**src/rtl/shift_sequencer.sv**
```systemverilog
// -----------------------------------------------------------------------------
// shift_sequencer
//
// Register-and-control stage that sits around an external combinational
// shifter (h/f/il/ir -> s). It holds the working word q, always presents it to
// the shifter as sh_f, chooses the shifter operation each cycle and writes the
// shifter result back into q while a multi-step shift command is running.
//
// Commands arrive over a valid/ready handshake:
//   op 00 load  : q <= cmd_data, done next cycle
//   op 01 left  : cmd_count steps of left shift (il enters at bit 0)
//   op 10 right : cmd_count steps of right shift (ir enters at bit WIDTH-1)
//   op 11 clear : q <= 0, done next cycle
//
// Ports:
//   clk, rst_n              clock, asynchronous active-low reset
//   cmd_valid / cmd_ready   command handshake (ready is a pure state decode)
//   cmd_op, cmd_count,
//   cmd_data                command fields, sampled only on acceptance
//   il, ir                  serial fill bits, passed to the shifter in RUN
//   sh_h, sh_f, sh_il,
//   sh_ir, sh_s             shifter interface (sh_f always equals q)
//   q                       current register value
//   sout / sout_valid       bit shifted out on each step, one-cycle valid
//   busy                    shift command in progress
//   done                    one-cycle completion pulse
// -----------------------------------------------------------------------------
module shift_sequencer #(
  parameter int WIDTH = 4,
  parameter int CNT_W = 3
) (
  input  logic             clk,
  input  logic             rst_n,
  input  logic             cmd_valid,
  output logic             cmd_ready,
  input  logic [1:0]       cmd_op,
  input  logic [CNT_W-1:0] cmd_count,
  input  logic [WIDTH-1:0] cmd_data,
  input  logic             il,
  input  logic             ir,
  output logic [1:0]       sh_h,
  output logic [WIDTH-1:0] sh_f,
  output logic             sh_il,
  output logic             sh_ir,
  input  logic [WIDTH-1:0] sh_s,
  output logic [WIDTH-1:0] q,
  output logic             sout,
  output logic             sout_valid,
  output logic             busy,
  output logic             done
);

  localparam logic [1:0] OP_LOAD  = 2'b00;
  localparam logic [1:0] OP_LEFT  = 2'b01;
  localparam logic [1:0] OP_CLEAR = 2'b11;

  typedef enum logic {
    ST_IDLE = 1'b0,
    ST_RUN  = 1'b1
  } state_t;

  state_t           r_state;
  logic [1:0]       r_op;
  logic [CNT_W-1:0] r_remaining;
  logic [WIDTH-1:0] r_q;
  logic             r_sout;
  logic             r_sout_valid;
  logic             r_done;

  state_t           w_state_next;
  logic [1:0]       w_op_next;
  logic [CNT_W-1:0] w_remaining_next;
  logic [WIDTH-1:0] w_q_next;
  logic             w_sout_next;
  logic             w_sout_valid_next;
  logic             w_done_next;
  logic             w_accept;

  // State and datapath registers
  always_ff @(posedge clk or negedge rst_n) begin
    if (!rst_n) begin
      r_state      <= ST_IDLE;
      r_op         <= OP_LOAD;
      r_remaining  <= '0;
      r_q          <= '0;
      r_sout       <= 1'b0;
      r_sout_valid <= 1'b0;
      r_done       <= 1'b0;
    end else begin
      r_state      <= w_state_next;
      r_op         <= w_op_next;
      r_remaining  <= w_remaining_next;
      r_q          <= w_q_next;
      r_sout       <= w_sout_next;
      r_sout_valid <= w_sout_valid_next;
      r_done       <= w_done_next;
    end
  end

  assign w_accept = cmd_valid && (r_state == ST_IDLE);

  // Next-state and datapath decode
  always_comb begin
    w_state_next      = r_state;
    w_op_next         = r_op;
    w_remaining_next  = r_remaining;
    w_q_next          = r_q;
    w_sout_next       = r_sout;
    w_sout_valid_next = 1'b0;
    w_done_next       = 1'b0;

    case (r_state)
      ST_IDLE: begin
        if (w_accept) begin
          case (cmd_op)
            OP_LOAD: begin
              w_q_next    = cmd_data;
              w_done_next = 1'b1;
            end
            OP_CLEAR: begin
              w_q_next    = '0;
              w_done_next = 1'b1;
            end
            default: begin
              // A zero-step shift completes immediately without touching q
              if (cmd_count == '0) begin
                w_done_next = 1'b1;
              end else begin
                w_op_next        = cmd_op;
                w_remaining_next = cmd_count;
                w_state_next     = ST_RUN;
              end
            end
          endcase
        end
      end

      ST_RUN: begin
        w_q_next          = sh_s;
        w_remaining_next  = r_remaining - CNT_W'(1);
        // The bit leaving the word is taken from q before this step's update
        w_sout_next       = (r_op == OP_LEFT) ? r_q[WIDTH-1] : r_q[0];
        w_sout_valid_next = 1'b1;
        if (r_remaining == CNT_W'(1)) begin
          w_state_next = ST_IDLE;
          w_done_next  = 1'b1;
        end
      end

      default: begin
        w_state_next = ST_IDLE;
      end
    endcase
  end

  // Outputs
  assign cmd_ready  = (r_state == ST_IDLE);
  assign busy       = (r_state == ST_RUN);
  assign sh_f       = r_q;
  assign sh_h       = (r_state == ST_RUN) ? r_op : 2'b00;
  assign sh_il      = (r_state == ST_RUN) ? il : 1'b0;
  assign sh_ir      = (r_state == ST_RUN) ? ir : 1'b0;
  assign q          = r_q;
  assign sout       = r_sout;
  assign sout_valid = r_sout_valid;
  assign done       = r_done;

endmodule

```
**config.mk**
```make
export PLATFORM = sky130hd
export DESIGN_NAME = shift_sequencer
export DESIGN_NICKNAME = d
export VERILOG_FILES = /design/src/rtl/shift_sequencer.sv
export SDC_FILE = /design/constraint.sdc
export NUM_CORES = 1
export LEC_CHECK = 0
export ABC_AREA = 1
export CAP_MARGIN = 20
export CELL_PAD_IN_SITES_DETAIL_PLACEMENT = 0
export CELL_PAD_IN_SITES_GLOBAL_PLACEMENT = 2
export CORE_MARGIN = 8
export CORE_UTILIZATION = 22
export DETAILED_ROUTE_END_ITERATION = 10
export PLACE_DENSITY_LB_ADDON = 0.1
export SYNTH_ARGS = -nofsm -noshare
export SYNTH_HDL_FRONTEND = slang
export SYNTH_SLANG_ARGS = --single-unit
```
**constraint.sdc**
```tcl
create_clock -name clk -period 1.85 [get_ports clk]
set_input_delay 0.37 -clock clk [delete_from_list [all_inputs] [get_ports clk]]
set_output_delay 0.37 -clock clk [all_outputs]
set_load 0.005 [all_outputs]
```
After elaboration in Yosys (flattened, before gate mapping). Index checks and enable logic that the tools add are counted.

Add/subtract/negate cells: 1. Equality and inequality tests: 7. Mux-type cells: 22. Bitwise gates (word level): 3. Reductions and logical operators: 7.

Operator list (count): 4-bit case mux with 2 select lines (2); 1-bit 2-to-1 mux (12); 3-bit 2-to-1 mux (3); 3-bit case mux with 2 select lines (1); 4-bit 2-to-1 mux (1); 2-bit != test, second input constant (2); 1-bit case mux with 2 select lines (2); 4-bit AND reduction (1); 3-bit by 1-bit == test with 1-bit output, second input constant (1); 3-bit zero test (1); 3-bit by 1-bit != test with 1-bit output, second input constant (1); 1-bit inverter (3); 3-bit AND reduction (1); 3-bit by 1-bit subtractor with 3-bit output, second input constant (1); 2-bit by 1-bit == test with 1-bit output, second input constant (1); 2-bit == test, second input constant (1); 2-bit zero test (1); 2-bit 2-to-1 mux (1); 2-bit by 1-bit != test with 1-bit output, second input constant (1); 2-bit AND reduction (1); 2-bit OR reduction (1); 1-bit logical AND (1).

Register bits: 13. Bits of input ports: 18. Output and inout port bits: 17. Word-level logic and storage cells: 47.

Depth between registers and ports, before layout.
Word-level depth: 5. Depth in mapped cells: 8. Mapped depth without buffers: 8.

Worst setup path before layout. Ideal clock, no wire load.

Kind: input-to-reg. Start point: in cmd_op[0]. End point: reg r_remaining[0]. Library setup time: 0.065 ns. Data arrival time: 1.158 ns. Data required time: 1.785 ns. Path slack: 0.626 ns. Stages: 6. Path buffers: 0. Cell sequence: inv_1 ha_1 or2_1 nand3_1 nand2_1 nand2_1.

Word-level cells in the longest chain between the ends: 4. Elaborated cells between the ends (all ways): 5. Classes of those cells: 2 x eq/ne; 3 x reduce/logical.

RTL lines: from (decl) (RTL line 36) `input logic [1:0] cmd_op,`; 2-bit == test / 2-bit zero test (equally long branches) (RTL line 115) `case (cmd_op)`; 2-bit OR reduction (no line) (*); 2-bit != test (no line) (*); 3-bit AND reduction (no line) (*); to (signal assigned) (RTL line 92) `r_remaining <= w_remaining_next;`; to (decl) (RTL line 64) `logic [CNT_W-1:0] r_remaining;`.

Mark *: on every way between the ends. The rest lies on a longest branch, timed or not. A chain may end at the register's enable or synchronous reset.

Worst setup path after layout.
Start point: in ir. End point: out sh_ir.

Word-level cells in the longest chain between the ends: 1.

RTL lines: from (decl) (RTL line 40) `input logic ir,`; 1-bit 2-to-1 mux (RTL line 162) `assign sh_ir = (r_state == ST_RUN) ? ir : 1'b0;`; to (decl) (RTL line 44) `output logic sh_ir,`.

No other way between the ends.

==> impl_metrics.yaml <==
sta:
  relSlewSlack: 0.6008
  finalSetupViolCount: 0
  timing.fmax_mhz: 558.6
  fin_crit_ns: 1.790
  clock-skew-final_ns: 0.003314
  worst_pin_slew_ns: 0.5970
  period_share: 0.9677
  rsz0062_at_grt: "no"
  drv_slew: 0
  hold_viol_final: 0
  tns_ns: 0
global_routing:
  grt_overflow: 0
  grt_max_degree: 14
  grt.total_usage: 0.07743
  grt_pass1_vias: 776
  grt_pass1_wl_mm: 3.698
  antenna_found_initial: 0
synth:
  ys_ff_latch: 13
  yosys_warnings: 0
  syn_nets: 135
  syn-instance-count: 113
  synth_cell_types: 15
  avgSynthCellArea_um2: 6.987
  yosysSeqAreaShare: 0.4120
  syn_area_um2: 789.5
finish:
  nets: 174
  area_growth_syn_to_layout_pct: 53.57
  diodes: 0
  fin_util: 0.3577
  final_common_cell: "nand2_1"
  stdcell_area_mm2: 0.001212
  most-common-layout-cells: "nand2_1, clkdlybuf4s50_1, inv_1"
  drive_gt1_frac: 0.09272
die:
  core_mm2: 0.003390
  start_util: 0.2329
  chipWidth_um: 75.91
  pin_count: 35
  dieHeight_um: 75.91
  row_count: 21
  die_area_mm2: 0.005762
worst_setup_path:
  cp-end-kind: "primary output"
  path_buf_inv: 3
  crit_path_cell_trace: "clkdlybuf4s50_1 -> nand2_1 -> inv_1 -> clkdlybuf4s50_1"
  cp_top_family: "buffers and inverters"
  cp_slowest_cell: "clkdlybuf4s50_1"
  start_kind: "input pin"
  r2r-start: "busy"
  reg2reg_slack_ns: 0.37
  crit_top_cell: "clkdlybuf4s50_1"
  arrival_ns: 1.42
  slowest_delay_ns: 0.50
  crit_type: "in -> out"
  required_ns: 1.48
  worstPathMaxFanout: 1
  crit-reg2reg-capture: "r_op[1]"
  rr_worst_depth: 6
run_status:
  status: "finished, final reports clean"
pwr:
  power.density_mw_per_mm2: 1416
  max-vdd-ir-drop_uv: 419.7
  leakage_nw: 0.6352
drt:
  vias: 797
  drc_errors: 0
  drt-vias-per-instance: 4.046
  dr.pass1.iters: 4
  finalWirelength_mm: 2.251
  ant_nets: 0
  wl_per_cell_um: 11.43
  drt_iter0_drc: 21
clock_network:
  clkTransAtPathRegs_ns: 0.08
  clock_sinks: 13
  cts_root_buf: "clkbuf_4"
  cts_made_buffers: 3
  worstSkewPairLatency_ns: 0.27
  clockBufferDepth: 2
  htree_levels: 1
  cts_tree: "yes"
  cts_hold_buf: 0
placement:
  dp_hpwl_mm: 1.831
  place_area_mm2: 0.001171
  port_buffers: 34
  gp_congestion: 0.7792
worst_hold_path:
  hp-class: "in -> async"
job:
  maxCapViolations: 0
worst register-to-register path, cell delays in order (launching register included):
cell and delay, ns:
dfrtp_2 0.47, buf_2 0.19, buf_4 0.16, nor2_1 0.17, nand3_1 0.20, nand2_1 0.09
o21ai_0 0.08
cell families after synthesis:
| kind of cell | count (synthesis) | share of synthesized area |
|---|---|---|
| AOI/OAI and AO/OA | 7 | 0.04912 |
| DFF | 13 | 0.4120 |
| buffers and inverters | 23 | 0.1395 |
| adders and majority gates | 4 | 0.06339 |
| and+or+nand+nor | 66 | 0.3360 |
how the worst max path moves through the flow:
stage | startpoint | end | slack, ns | depth (start not counted)
floorplan | cmd_op[0] | r_remaining[0] | 0.63 | 6
global placement | ir | sh_ir | 0.04 | 4
detailed placement | ir | sh_ir | 0.03 | 4
CTS | busy | sh_h[0] | 0.03 | 3
global route | ir | sh_ir | 0.001 | 4
finish | ir | sh_ir | 0.06 | 4
layout make-up:
cell class	instances	area (um2)
fillers	357	2177
repair buffers	40	382.9
multi-input cells	77	354.1
flip-flops and latches	13	326.6
inverters	17	63.81
well taps	46	57.56
clock buffers	3	22.52
clock inverters	1	5.005
where the power goes:
part	switching [mW]	total [mW]	internal [mW]	leakage, nW
clock network	0.0963	0.176	0.0801	0.0177
logic	0.455	0.986	0.531	0.458
registers	0.129	0.555	0.427	0.159
per-layer routing:
metal | routed length (um) | GRT usage
met3 | 129 | 0.02830
met2 | 1001 | 0.1114
met1 | 1083 | 0.09733
met5 | 0 | 0
met4 | 37 | 0.04118
repair_timing:
item,4_1_cts,5_1_grt
pin swaps,0,0
gates resized for setup,1,0
buffers inserted,0,2
setup endpoints to repair,5,4
synthesized netlist by cell type (all sizes together):
library cell  number  area (um2)
nand4              2       12.51
nor2               5       18.77
buf                6       46.29
inv               17       63.81
nand3              8       40.04
a21oi              1       5.000
ha                 4       50.05
or2                1       6.260
o21ai              6       33.78
nand2             50       187.7
dfrtp             13       325.3
flip-flops by register name (all words and copies together) (netlist names):
name         cells
q                4
r_remaining      3
r_op             2
busy             1
done             1
sout             1
sout_valid       1
metrics by stage:
step                power, mW  instances  hold WS [ns]  setup slack, ns
floorplan               1.064        113       0.07441           0.6263
global placement        1.525        191        0.4736          0.04383
detailed placement      1.531        191        0.4824          0.03498
CTS                     1.715        195        0.4771          0.02548
global route            1.900        197        0.5000         0.001446
finish                  1.717        197        0.4663          0.05982
No activity file was read; power rests on OpenSTA's default activity.
